`src/rtl/alu_wb_pkg.sv`:
```
// rtl/alu_wb_pkg.sv - shared types and sizing helpers for the ALU writeback buffer
package alu_wb_pkg;

   localparam int OPE_W   = 32;
   localparam int TAG_W   = 6;
   localparam int DEPTH_D = 8;

   typedef struct packed {
      logic [TAG_W-1:0] tag;
      logic [OPE_W-1:0] result;
   } wb_entry_t;

   function automatic int ptr_width(input int depth);
      return (depth > 1) ? $clog2(depth) : 1;
   endfunction

endpackage

```
`src/rtl/alu_wb_mem.sv`:
```
// rtl/alu_wb_mem.sv - entry storage, two write ports and one asynchronous read port
import alu_wb_pkg::*;

module alu_wb_mem #(
   parameter int DEPTH = DEPTH_D,
   localparam int AW   = ptr_width(DEPTH)
) (
   input  logic          clk,
   input  logic          wa_en,
   input  logic [AW-1:0] wa_addr,
   input  wb_entry_t     wa_data,
   input  logic          wb_en,
   input  logic [AW-1:0] wb_addr,
   input  wb_entry_t     wb_data,
   input  logic [AW-1:0] rd_addr,
   output wb_entry_t     rd_data
);

   wb_entry_t mem [DEPTH];

   // The two write addresses are always distinct when both enables are set.
   always_ff @(posedge clk) begin
      if (wa_en) mem[wa_addr] <= wa_data;
      if (wb_en) mem[wb_addr] <= wb_data;
   end

   assign rd_data = mem[rd_addr];

endmodule

```
`src/rtl/alu_wb_buffer.sv`:
```
// rtl/alu_wb_buffer.sv - two-in, one-out in-order completion buffer feeding the ROB
import alu_wb_pkg::*;

module alu_wb_buffer #(
   parameter int OPE   = OPE_W,
   parameter int TAG   = TAG_W,
   parameter int DEPTH = DEPTH_D,
   localparam int AW   = ptr_width(DEPTH),
   localparam int CW   = $clog2(DEPTH) + 1
) (
   input  logic           clk,
   input  logic           rst,
   input  logic           in1_valid,
   input  logic [TAG-1:0] in1_tag,
   input  logic [OPE-1:0] in1_result,
   input  logic           in2_valid,
   input  logic [TAG-1:0] in2_tag,
   input  logic [OPE-1:0] in2_result,
   output logic           in_ready,
   output logic           out_valid,
   output logic [TAG-1:0] out_tag,
   output logic [OPE-1:0] out_result,
   input  logic           out_ready,
   output logic [CW-1:0]  count,
   output logic           overflow_err
);

   logic [AW-1:0] rd_ptr, wr_ptr;
   logic [CW-1:0] cnt;
   logic          acc1, acc2, pop;
   logic [CW-1:0] n_push;
   wb_entry_t     head, wa_data, wb_data;
   logic [AW-1:0] wb_addr;

   // Readiness comes from registered occupancy only, so issue never sees out_ready.
   assign in_ready  = (cnt <= CW'(DEPTH - 2));
   assign out_valid = (cnt != '0);
   assign pop       = out_valid & out_ready;
   assign acc1      = in1_valid & in_ready;
   assign acc2      = in2_valid & in_ready;
   assign n_push    = CW'(acc1) + CW'(acc2);
   assign wb_addr   = acc1 ? wr_ptr + AW'(1) : wr_ptr;
   assign wa_data   = '{tag: in1_tag, result: in1_result};
   assign wb_data   = '{tag: in2_tag, result: in2_result};

   alu_wb_mem #(.DEPTH(DEPTH)) u_mem (
      .clk     (clk),
      .wa_en   (acc1),
      .wa_addr (wr_ptr),
      .wa_data (wa_data),
      .wb_en   (acc2),
      .wb_addr (wb_addr),
      .wb_data (wb_data),
      .rd_addr (rd_ptr),
      .rd_data (head)
   );

   always_ff @(posedge clk) begin
      if (rst) begin
         rd_ptr       <= '0;
         wr_ptr       <= '0;
         cnt          <= '0;
         overflow_err <= 1'b0;
      end else begin
         wr_ptr <= wr_ptr + n_push[AW-1:0];
         rd_ptr <= rd_ptr + AW'(pop);
         cnt    <= cnt + n_push - CW'(pop);
         if ((in1_valid | in2_valid) & ~in_ready)
            overflow_err <= 1'b1;
      end
   end

   assign count      = cnt;
   assign out_tag    = out_valid ? head.tag    : '0;
   assign out_result = out_valid ? head.result : '0;

endmodule

```
`config.mk`:
```
export PLATFORM = sky130hd
export DESIGN_NAME = alu_wb_buffer
export DESIGN_NICKNAME = d
export VERILOG_FILES = /design/src/rtl/alu_wb_pkg.sv /design/src/rtl/alu_wb_mem.sv /design/src/rtl/alu_wb_buffer.sv
export SDC_FILE = /design/constraint.sdc
export NUM_CORES = 1
export LEC_CHECK = 0
export BUFFER_PORTS_ARGS = -buffer_cell sky130_fd_sc_hd__buf_2
export CAP_MARGIN = 20
export CORE_MARGIN = 8
export CORE_UTILIZATION = 55
export DETAILED_ROUTE_END_ITERATION = 16
export PLACE_DENSITY = 0.75
export SLEW_MARGIN = 20
export SYNTH_ARGS = -nofsm -noshare
export SYNTH_HDL_FRONTEND = slang
export SYNTH_SLANG_ARGS = --single-unit
```
`constraint.sdc`:
```
create_clock -name clk -period 6.65 [get_ports clk]
set_input_delay 0.3325 -clock clk [delete_from_list [all_inputs] [get_ports clk]]
set_output_delay 0.3325 -clock clk [all_outputs]
set_load 0.05 [all_outputs]
```
==> impl_metrics.tcl <==
set metrics [dict create \
    antenna_found_initial 5 \
    hpwl_um 20300 \
    hold_violations 0 \
    netSwitchingPower_mw 2.67 \
    intPower_mw 4.66 \
    total_power_mw 7.33 \
    die_w_um 186 \
    drc_errors 0 \
    ios 126 \
    worst_setup_path_end_kind "output port" \
    final_cells 1449 \
    synth_cells 918 \
    final_antenna_net_count 0 \
    synth_flop_cell "edfxtp_1" \
    die_h_um 186 \
    ir_drop_mv 0.294 \
    setup_viol 0 \
    gr-total-overflow 0 \
    cts_max_level 2 \
    vias 8705 \
    crit_fanout 39 \
    startpoint_type "register" \
    power_frac_seq_pct 38.2 \
    cp.required_ns 6.32 \
    wirelength_um 35400 \
    syn_avg_cell_area_um2 17.4 \
    coreArea_um2 28700 \
    p_comb_share_pct 37.6 \
    drtIter0Drc 583 \
    max_stage_delay_ns 0.91 \
    clock_latency_ns 0.50 \
    initial_utilization_pct 55.7 \
    fmax_mhz 272 \
    r2r-start "count[3]$_SDFF_PP0_" \
    hold_buffers 0 \
    drive_gt1_share_pct 55.1 \
    synth_cell_types 36 \
    drt_first_pass_iters 6 \
    gp_congestion 0.743 \
    grt_pass1_vias 9358 \
    cts_root_buffer "clkbuf_16" \
    status "finished clean" \
    hold_path.class "input port to register" \
    worstSetupPathType "register to output port" \
    p_sw_share_pct 36.5 \
    crit_buf_inv 2 \
    min-delay-start "rst" \
    track_usage_pct 20.0 \
    area_growth_pct 13.3 \
    syn_nets 1013 \
    tightestPinTransition_ns 1.03 \
    nNetsFinal 1133 \
    maxCapViolCount 0 \
    r2r_setup_slack_ns 3.26 \
    die-area_um2 34800 \
    synthArstFlopShare_pct 0 \
    fin_crit_ns 3.68 \
    fin_setup_tns_ns 0 \
    crit_slowest_cell "dfxtp_4" \
    drv_slew 0 \
    synth-edff-count 304 \
    portBuffers 125 \
    cts_tree "yes" \
    rsz0062_at_grt "no" \
    critPathLaunch "rd_ptr[0]$_SDFF_PP0_" \
    ys_seq_area_share_pct 58.5 \
    place_inst 1384 \
    post_cts_buffers 0 \
    crit_family "buffers and inverters" \
    cts.sinks 315 \
    rows 62 \
    routed_via_density 6.01 \
    fin_skew_ns 0.00898 \
    grt_max_degree 54 \
    finalCritPeriodShare_pct 55.3 \
    avgRoutedWirePerCell_um 24.4 \
    p_leak_nw 6.03 \
    grt_pass1_wl_um 55000 \
    crit_chain "buf_4, mux4_2, mux2i_1, nor2_1, buf_2" \
    yosys_register_bits 315 \
    cts_buffers 36 \
    yosys_warnings 0 \
    cp.arrival_ns 3.35 \
    syn_area_um2 16000 \
    pwr-share-clk_pct 24.2 \
    clkSlewWorstSetupHoldPaths_ns 0.06 \
    p_per_area_nw_per_um2 405 \
    cts_resized 0 \
    cts_buffer_depth 3 \
    slew_headroom_pct 31.5 \
]
==> metrics by stage <==
step,hold WS [ns],util (%),setup WS [ns],instance area (um^2)
finish,0.142,63.1,2.97,18100
global placement,0.440,59.4,3.31,17100
global route,0.148,63.1,2.69,18100
CTS,0.126,63.1,2.84,18100
floorplan,0.404,-,1.21,16000
detailed placement,0.446,59.4,3.27,17100
==> cell families (layout without fill, tap and decap cells) <==
kind of cell / count (synthesis) / in the layout / synth area share [%]
flip-flops: 315 / 315 / 58.5
adder cells (fa/ha/maj): 14 / 14 / 1.19
AND/OR/NAND/NOR: 72 / 72 / 2.11
buffers and inverters: 75 / 219 / 2.42
AO/OA/AOI/OAI: 17 / 17 / 0.697
other: 0 / 3 / 0
XOR/XNOR: 7 / 7 / 0.384
multiplexers: 418 / 418 / 34.7
==> placed cells by master, fill, tap and decap left out, types with 4 or more instances in the layout <==
cell	netlist	routed
edfxtp_1	304	304
mux2_2	292	292
buf_2	27	125
mux4_2	76	76
nor2_1	50	44
mux2i_1	38	38
clkbuf_16	0	37
buf_4	3	19
inv_1	13	13
ha_1	12	12
clkbuf_1	18	11
mux2_4	9	9
clkinv_1	0	8
dfxtp_1	11	8
nor2b_1	6	6
nor2_4	0	6
o22ai_4	0	6
clkinv_2	0	5
xnor2_1	4	4
==> power by group through the flow <==
stage          Clock (mW)  Combinational (mW)  Sequential, mW
4_1_cts              1.81                2.81            2.81
2_1_floorplan           0                2.08            2.79
3_3_place_gp            0                2.76            2.83
5_1_grt              1.89                2.94            2.84
6_report             1.78                2.76            2.80
3_5_place_dp            0                2.79            2.85
==> path summary, 6_finish.rpt <==
kind,endpoint,cells after the start
hold / removal,wr_ptr[1]$_SDFF_PP0_,2
setup / recovery,out_result[1],5
hold reg to reg,overflow_err$_SDFFE_PP0P_,2
setup reg to reg,u_mem.mem[2][31]$_DFFE_PP_,7
==> cells in the mapped netlist, types with 9 or more instances <==
cell type  number  share of area [%]
clkbuf_1       18               0.42
ha_1           12               0.94
dfxtp_1        11                1.4
mux4_2         76                 11
edfxtp_1      304                 57
inv_1          13               0.31
nor2_1         50                1.2
buf_2          27               0.85
mux2i_1        38                2.4
mux2_2        292                 21
mux2_4          9               0.85
==> area by class of cell <==
| type | instances | area, um^2 |
|---|---|---|
| repair buffers | 144 | 768 |
| clock buffers | 49 | 981 |
| fillers | 2131 | 10600 |
| inverters | 13 | 48.8 |
| well taps | 384 | 480 |
| diodes | 3 | 7.51 |
| multi-input cells | 528 | 6410 |
| flip-flops and latches | 315 | 9360 |
| clock inverters | 13 | 55.1 |
==> routing by layer <==
metal	vias to the layer above	part of all wire [%]	GRT usage (%)
met1	4457	43	26.6
met2	269	50	34.0
met5	-	0.071	0
met4	4	1.7	5.04
met3	49	4.8	3.24
li1	3926	-	-
==> sequential cells by signal, indices dropped and copies added, names as in the netlist <==
register / cells
u_mem.mem: 304
rd_ptr: 3
overflow_err: 1
wr_ptr: 3
count: 4
Power figures use the tool's default switching activity.
